**config.mk**
```make
export PLATFORM = sky130hd
export DESIGN_NAME = instr_fetch_unit
export DESIGN_NICKNAME = d
export VERILOG_FILES = /design/src/rtl/instr_fetch_unit.sv
export SDC_FILE = /design/constraint.sdc
export NUM_CORES = 1
export LEC_CHECK = 0
export ABC_CLOCK_PERIOD_IN_PS = 1900
export CAP_MARGIN = 5
export CORE_UTILIZATION = 43
export CTS_CLUSTER_SIZE = 25
export DETAILED_ROUTE_END_ITERATION = 10
export PLACE_DENSITY = 0.8
export SETUP_SLACK_MARGIN = 0.05
export SYNTH_ARGS = -nofsm -noshare
export SYNTH_HDL_FRONTEND = slang
export SYNTH_SLANG_ARGS = --single-unit
```
**constraint.sdc**
```tcl
create_clock -name clock -period 1.9 [get_ports clock]
set_input_delay 0.19 -clock clock [delete_from_list [all_inputs] [get_ports clock]]
set_output_delay 0.19 -clock clock [all_outputs]
set_load 0.02 [all_outputs]
```
**src/rtl/instr_fetch_unit.sv**
```systemverilog
// instr_fetch_unit
//   Instruction-fetch stage plus the IF/ID pipeline register. It holds the PC,
//   fetches 32-bit words over a req/ack handshake and hands each word, its
//   opcode and PC+1 to decode. Decode applies back-pressure with a valid/stall
//   handshake. Jumps and branches redirect the PC and flush the stage.
//
// Ports
//   clock          : single clock, rising edge
//   reset_n        : asynchronous active-low reset
//   imem_req       : fetch request to instruction memory
//   imem_addr      : fetch address (always the PC register)
//   imem_ack       : memory returns imem_rdata this cycle (may coincide with req)
//   imem_rdata     : instruction word, meaningful only with imem_ack
//   redirect_valid : jump/branch taken, load redirect_pc and flush
//   redirect_pc    : redirect target
//   stall          : decode cannot take a new instruction this cycle
//   id_valid       : IF/ID register holds a live instruction
//   id_instr       : registered instruction word
//   id_opcode      : id_instr[31:27]
//   id_pc_plus1    : registered PC+1 of id_instr
module instr_fetch_unit #(
  parameter int                 ADDR_W   = 12,
  parameter logic [ADDR_W-1:0]  RESET_PC = '0
) (
  input  logic              clock,
  input  logic              reset_n,
  output logic              imem_req,
  output logic [ADDR_W-1:0] imem_addr,
  input  logic              imem_ack,
  input  logic [31:0]       imem_rdata,
  input  logic              redirect_valid,
  input  logic [ADDR_W-1:0] redirect_pc,
  input  logic              stall,
  output logic              id_valid,
  output logic [31:0]       id_instr,
  output logic [4:0]        id_opcode,
  output logic [ADDR_W-1:0] id_pc_plus1
);

  typedef enum logic [1:0] {
    BOOT  = 2'd0,
    FETCH = 2'd1,
    HOLD  = 2'd2
  } state_t;

  state_t            state, state_nx;
  logic [ADDR_W-1:0] pc;
  logic [ADDR_W-1:0] pc_plus1;
  logic              accept;
  logic              flush;

  // ---------------------------------------------------------------------------
  // FSM: state register
  // ---------------------------------------------------------------------------
  always_ff @(posedge clock or negedge reset_n) begin
    if (!reset_n) state <= BOOT;
    else          state <= state_nx;
  end

  // ---------------------------------------------------------------------------
  // FSM: next state. Redirect outranks stall; BOOT always lasts one cycle.
  // ---------------------------------------------------------------------------
  always_comb begin
    state_nx = state;
    unique case (state)
      BOOT:    state_nx = FETCH;
      FETCH:   if (!redirect_valid && id_valid && stall) state_nx = HOLD;
      HOLD:    if (redirect_valid || !stall)             state_nx = FETCH;
      default: state_nx = BOOT;
    endcase
  end

  // ---------------------------------------------------------------------------
  // FSM: outputs. The request is withdrawn combinationally in the very cycle
  // decode stalls on a live instruction, so nothing can be accepted then. In
  // HOLD the request returns as soon as stall drops, letting a zero-wait memory
  // refill the register in the same cycle the held word is consumed.
  // ---------------------------------------------------------------------------
  always_comb begin
    imem_req = (state != BOOT) && !(id_valid && stall);
  end

  assign imem_addr = pc;
  assign pc_plus1  = pc + ADDR_W'(1);
  assign accept    = imem_ack && imem_req && !redirect_valid && (!id_valid || !stall);
  assign flush     = redirect_valid && (state != BOOT);

  // ---------------------------------------------------------------------------
  // PC and IF/ID register. id_instr/id_pc_plus1 only move on accept, so they
  // keep their last contents while id_valid is low.
  // ---------------------------------------------------------------------------
  always_ff @(posedge clock or negedge reset_n) begin
    if (!reset_n) begin
      pc          <= RESET_PC;
      id_valid    <= 1'b0;
      id_instr    <= '0;
      id_pc_plus1 <= '0;
    end else begin
      if (redirect_valid) pc <= redirect_pc;
      else if (accept)    pc <= pc_plus1;

      if (flush)                   id_valid <= 1'b0;
      else if (accept)             id_valid <= 1'b1;
      else if (id_valid && !stall) id_valid <= 1'b0;

      if (accept) begin
        id_instr    <= imem_rdata;
        id_pc_plus1 <= pc_plus1;
      end
    end
  end

  assign id_opcode = id_instr[31:27];

endmodule

```
## Word-level counts from Yosys, hierarchy flattened

Index checks and enable logic that the tools add are counted.

| word-level totals | value |
|---|---|
| bits in registers | 59 |
| output and inout port bits | 63 |
| bits of input ports | 49 |
| word-level logic and storage cells | 38 |

| operators by class | value |
|---|---|
| add/subtract/negate cells | 1 |
| mux-type cells | 8 |
| eq/ne operators | 4 |
| reduce and logical (&&, ||, !) cells | 20 |

Operators by type and width:

| kind | count |
|---|---|
| $mux W12 | 2 |
| $add A12 B1 Y12 const B | 1 |
| $logic_and A1 B1 Y1 | 9 |
| $pmux W2 S3 | 1 |
| $logic_not A1 Y1 | 4 |
| $mux W2 | 2 |
| $ne A2 B2 Y1 const B | 2 |
| $reduce_bool A2 Y1 | 2 |
| $mux W1 | 3 |
| $reduce_bool A3 Y1 | 1 |
| $eq A2 B1 Y1 const B | 1 |
| $eq A2 B2 Y1 const B | 1 |
| $logic_not A2 Y1 | 1 |
| $logic_or A1 B1 Y1 | 2 |
| $reduce_and A2 Y1 | 1 |

## Logic depth before layout (Yosys ltp)

Gate-level depths: netlist of run 1.

| depth | value |
|---|---|
| depth in word-level cells | 8 |
| gate-level depth with buffers | 6 |

## Least setup slack after synthesis of run 1

Ideal clock, no wire load.

| timing | value |
|---|---|
| kind | register to register |
| start point | reg pc[0] (netlist: imem_addr[0]) |
| end point | reg pc[10] (netlist: imem_addr[10]) |
| setup slack | 0.209 ns |
| clock period less this slack | 1.691 ns |
| arrival time | 1.609 ns |
| buffers on the path | 0 |
| cell stages (with the launch flop) | 6 |
| cells stage by stage | dfrtp_1 ha_1 and4_1 nand3_1 or3_1 a31oi_1 |

| between the ends | value |
|---|---|
| longest elaborated chain between the ends | 3 |

RTL lines:

| what | RTL line | RTL |
|---|---|---|
| start: declaration | 47 | `logic [ADDR_W-1:0] pc;` |
| start signal: assignment | 99 | `if (redirect_valid) pc <= redirect_pc;` |
| start signal: assignment | 100 | `else if (accept) pc <= pc_plus1;` |
| $add A12 B1 Y12 | 84 | `assign pc_plus1 = pc + ADDR_W'(1);` |
| $mux W12 | 100 |  |
| $mux W12 | 99 |  |

Every way passes these cells. The select of a mux whose other input is x is not followed.
A chain may end at the register's enable or synchronous reset.

## Worst setup path in the final report of run 1

| timing | value |
|---|---|
| start point | reg pc[5] (netlist: imem_addr[5]) |
| end point | out imem_addr[5] |

RTL lines:

| what | RTL line | RTL |
|---|---|---|
| end: declaration | 28 | `output logic [ADDR_W-1:0] imem_addr,` |

No word-level cell between the ends.

==> metrics.yaml, run 1 <==
finalCriticalPeriod_ns: 1.71
grt_pass1_vias: 2030
seq_area_frac_synth_pct: 54.6
setup_viol: 0
grt_max_degree: 32
critical_path.startpoint_type: "flop"
yosysTopAreaCell: "dfrtp_1"
via_count: 2091
syn_nets: 276
synth.avg_cell_area_um2: 12.0
utilization_pct: 68.9
grt_use_total_pct: 19.9
fin_crit_sh_pct: 90.0
min_path_type: "in -> async"
ir_worst_vdd_mv: 0.628
die_area_um2: 6610
synth_commonest_cells: "dfrtp_1 (59), mux2_2 (33), nand2_1 (13), nor2_1 (13), a21oi_1 (11)"
root_buffer: "clkbuf_8"
rsz0062_at_grt: "no"
syn_to_final_growth_pct: 52.7
crit_chain: "clkdlybuf4s50_1"
end_kind: "primary output"
remaining_drc_errors: 0
grt_pass1_wl_mm: 9.56
die_w_um: 81.3
p_leak_uw: 0.00167
ys_seq_elements: 59
synth_area_leaders: "dfrtp_1 (55%), mux2_2 (14%), buf_4 (2.8%)"
cts_buffer_depth: 2
numClockSinks: 59
cpMaxStageDelayCell: "clkdlybuf4s50_1"
crit_cells: 1
clkSlewWorstSetupHoldPaths_ns: 0.07
slowest_delay_ns: 0.67
fin_skew_ns: 0.00580
wl_mm: 6.17
tightest_slew_ns: 0.401
crit_required_ns: 1.71
antenna_found_initial: 0
async_flop_share_pct: 100
overflow: 0
arrival_ns: 1.52
cts_max_level: 3
start_util_pct: 45.1
yosysMostFrequentCell: "dfrtp_1"
final.setup.tns_ns: 0
netlist_area_um2: 2700
fin_area_um2: 4130
fin_nets: 392
clock_latency_ns: 0.33
critPathBufInv: 1
wl_per_cell_um: 14.6
crit_family: "buffers and inverters"
slew_headroom_pct: 73.3
fmax_mhz: 585
status: "finished, final reports clean"
synth_top_area_share_pct: 54.6
diodes: 0
slew_violations: 0
place_area_um2: 3880
cts_tree: "done"
portBuffers: 111
first_pass_iters: 4
yosysWarningCount: 0
drive_gt1_share_pct: 19.9
hpwlAfterDp_mm: 4.52
powerDensity_nw_per_um2: 1090
netlist_instances: 226
postRouteAntennaNets: 0
numCtsBuffers: 9
num_io_pins: 112
synth_edf_count: 0
drtIter0Drc: 88
worst_hold_slack_ns: 0.312
viasPerCell: 4.95
critPathMaxFanout: 9
synth_cell_types: 40
cap_violations: 0
core-area_um2: 5990
num_rows: 28
reg2reg_depth: 5
place_congestion: 0.829
die_h_um: 81.3
final_hold_viol_count: 0
critical_path_class: "reg -> out"
synthFlopType: "dfrtp_1"
-- per-layer routing --
layer / global-route usage (%) / part of all wire, % / vias to the layer above
met5: 0 / 0 / -
met4: 6.61 / 1.5 / 0
met3: 6.63 / 7.5 / 9
met2: 32.5 / 48 / 89
met1: 24.6 / 43 / 972
li1: - / - / 1021
-- stage by stage --
stage / instances / worst slack, ns / total power [µW]
after floorplan: 226 / 0.209 / 2450
after global placement: 404 / 0.129 / 3180
after detailed placement: 404 / 0.0884 / 3220
after CTS: 422 / 0.0920 / 4520
after global routing: 422 / 0.0928 / 4710
final: 422 / 0.189 / 4480
-- power breakdown --
group / switching (µW) / leakage [µW] / internal [µW] / total (µW)
clock: 476 / 0.000113 / 808 / 1280
sequential: 189 / 0.000689 / 1510 / 1700
combinational: 696 / 0.000865 / 803 / 1500
total: 1360 / 0.00167 / 3120 / 4480
-- cells by family (layout without fill, tap and decap cells) --
logic type	Yosys count	count (layout)	synth area share, %
AOI/OAI and AO/OA	34	34	8.10
adders and majority gates	1	1	0.463
DFF	59	59	54.6
muxes	36	36	14.9
xor gates and xnor gates	16	16	5.18
buffers and inverters	21	142	4.63
and+or+nand+nor	59	59	12.2
-- worst paths after layout --
path | from | to | slack, ns
max | imem_addr[5] | imem_addr[5] | 0.19
min | reset_n | id_instr[7] | 0.31
max reg2reg | imem_addr[1] | imem_addr[10] | 0.19
min reg2reg | id_instr[19] | id_instr[19] | 0.51
max in group asynchronous | reset_n | id_instr[24] | 0.94
min in group clock | redirect_pc[5] | imem_addr[5] | 0.40
-- flip-flops by register name (all words and copies together), names as in the netlist --
name         cells
id_instr        32
id_pc_plus1     12
id_valid         1
imem_addr       12
state            2
-- layout make-up --
type | instances | area, µm²
Clock buffer | 12 | 155
Clock inverter | 4 | 72.6
Fill cell | 454 | 1860
Inverter | 3 | 12.5
Multi-Input combinational cell | 146 | 1100
Sequential cell | 59 | 1480
Tap cell | 75 | 93.8
Timing Repair Buffer | 123 | 1210
-- repair_timing --
action | CTS | global route
buffers inserted | 1 | 0
resized for setup | 0 | 2
endpoints found under the setup margin | 1 | 2
hold buffers | 1 | 0
pin swaps | 1 | 0
endpoints found under the hold margin | 17 | 0
-- cells in the final DEF (no fill, tap or decap), types with 2 or more instances in the layout --
master,synthesis,final
nor2_1,13,13
o21a_1,3,3
nand3_1,7,7
o21ai_0,10,10
a21oi_1,11,11
nand4_1,3,3
xor2_1,8,8
inv_1,2,2
dfrtp_1,59,59
a31oi_1,3,3
nand2b_1,3,3
nor4_1,2,2
nor3_1,4,4
or3_1,3,3
xnor2_1,8,8
nand2_1,13,13
clkbuf_8,0,11
clkinv_2,1,2
mux2i_1,3,3
bufinv_16,0,2
buf_4,10,10
o21ai_1,2,2
mux2_2,33,33
clkdlybuf4s50_1,0,109
No activity file was read; power rests on OpenSTA's default activity.
==> inputs of run 2 (changes only) <==
--- a/config.mk
+++ b/config.mk
@@ -15,3 +15,4 @@
 export SYNTH_ARGS = -nofsm -noshare
 export SYNTH_HDL_FRONTEND = slang
 export SYNTH_SLANG_ARGS = --single-unit
+export TNS_END_PERCENT = 5
==> run 2 against run 1 <==
Clock power hardly changed. Die area stayed put. Hold slack stayed put. Power hardly changed. Clock skew hardly changed. Combinational power hardly changed. Sequential share of layout area hardly changed. Largest power group unchanged. Setup slack worse by 0.069 ns. Critical path depth is 2 higher.
==> metrics.yaml, run 2 (synthesis gave the netlist of run 1 again) <==
cap_violations: 0
diodes: 0
multi_input_area_um2: 1100
fin_skew_ns: 0.00579
arrival_ns: 1.59
fmax_mhz: 562
pre_cts_ws_ns: 0.0884
slowest_delay_ns: 0.53
numCtsBuffers: 9
overflow: 0
critical_path_class: "reg -> out"
cpMaxStageDelayCell: "clkdlybuf4s50_1"
num_rows: 28
reg2reg_to: "imem_addr[10]"
drive_gt1_share_pct: 19.9
crit_required_ns: 1.71
drtIter0Drc: 88
critPathMaxFanout: 7
postRouteAntennaNets: 0
grt_pass1_wl_mm: 9.56
critical_path.startpoint_type: "flop"
dp_cells: 404
first_pass_iters: 4
fin_nets: 392
status: "finished, final reports clean"
root_buffer: "clkbuf_8"
grt_max_degree: 32
crit_chain: "o2bb2ai_4, clkinv_2, clkdlybuf4s50_1"
ir_worst_vdd_mv: 0.628
antenna_found_initial: 0
core-area_um2: 5990
seq_area_um2: 1480
fin_area_um2: 4130
final_common_cell: "clkdlybuf4s50_1"
end_kind: "primary output"
fillers: 455
reg2reg_depth: 5
largest_register_ffs: 32
fin_crit_sh_pct: 93.7
largest-register: "id_instr"
grt_use_total_pct: 19.9
hpwlAfterDp_mm: 4.52
finalCriticalPeriod_ns: 1.78
mostFrequentLayoutCells: "clkdlybuf4s50_1 (110), dfrtp_1 (59), mux2_2 (33)"
start_util_pct: 45.1
wl_per_cell_um: 14.6
cts_buffer_depth: 2
slew_violations: 0
wl_mm: 6.17
die_area_um2: 6610
final.setup.tns_ns: 0
viasPerCell: 4.95
place_congestion: 0.829
rsz0062_at_grt: "yes"
num_io_pins: 112
portBuffers: 111
slew_headroom_pct: 73.3
r2r_setup_slack_ns: 0.19
cts_tree: "done"
setup_viol: 0
die_h_um: 81.3
powerDensity_nw_per_um2: 1090
syn_to_final_growth_pct: 52.6
min_path_type: "in -> async"
die_w_um: 81.3
worstReg2RegStart: "imem_addr[1]"
setup_ws_ns: 0.120
p_leak_uw: 0.00166
remaining_drc_errors: 0
grt_pass1_vias: 2030
via_count: 2091
numClockSinks: 59
place_area_um2: 3880
clkSlewWorstSetupHoldPaths_ns: 0.07
cts_max_level: 3
tightest_slew_ns: 0.401
final_hold_viol_count: 0
layoutNonFillerInstCount: 422
clock_latency_ns: 0.33
-- run 2: metal layers --
| layer | share of wire, % | routed length (µm) | track usage (%) |
|---|---|---|---|
| met5 | 0 | 0 | 0 |
| met4 | 1.5 | 92 | 6.61 |
| met3 | 7.6 | 467 | 6.63 |
| met2 | 48 | 2960 | 32.5 |
| met1 | 43 | 2650 | 24.6 |
-- run 2: worst max-delay path by stage --
stage	cells after the start	end	start
6_report	3	imem_req	state[0]
5_1_grt	3	imem_req	state[0]
4_1_cts	3	imem_req	state[0]
3_5_place_dp	5	id_instr[16]	stall
3_3_place_gp	4	imem_req	stall
2_1_floorplan	5	imem_addr[10]	imem_addr[0]
-- run 2: repair_timing --
item / 4_1_cts / 5_1_grt
pin swaps: 1 / 0
gates resized for setup: 0 / 1
hold buffers: 1 / 0
hold endpoints to repair: 17 / 0
endpoints found under the setup margin: 1 / 2
buffers inserted: 1 / 0
-- run 2: critical path, delay by kind of cell (launching register included) --
| family | cells | cell delay (ns) |
|---|---|---|
| buffers and inverters | 2 | 0.60 |
| flip-flops | 1 | 0.46 |
| AO/OA/AOI/OAI | 1 | 0.20 |
-- run 2: stage by stage --
| step | power [µW] | hold slack, ns | util (%) |
|---|---|---|---|
| detailed placement | 3220 | 0.138 | 64.7 |
| CTS | 4520 | 0.317 | 68.8 |
| global route | 4710 | 0.342 | 68.9 |
| global placement | 3180 | 0.139 | 64.7 |
| floorplan | 2450 | -0.106 | - |
| finish | 4480 | 0.312 | 68.9 |
-- run 2: cell type report --
| cell class | instances | area share (%) |
|---|---|---|
| inverters | 3 | 0.303 |
| clock inverters | 4 | 1.76 |
| flip-flops and latches | 59 | 35.8 |
| clock buffers | 12 | 3.76 |
| repair buffers | 123 | 29.4 |
| multi-input cells | 146 | 26.8 |
| well taps | 75 | 2.27 |
-- run 2: power breakdown --
part | leakage [µW] | total, µW | switching [µW] | internal (µW)
combinational | 0.000861 | 1500 | 696 | 803
clock | 0.000113 | 1280 | 476 | 808
sequential | 0.000689 | 1700 | 189 | 1510
total | 0.00166 | 4480 | 1360 | 3120
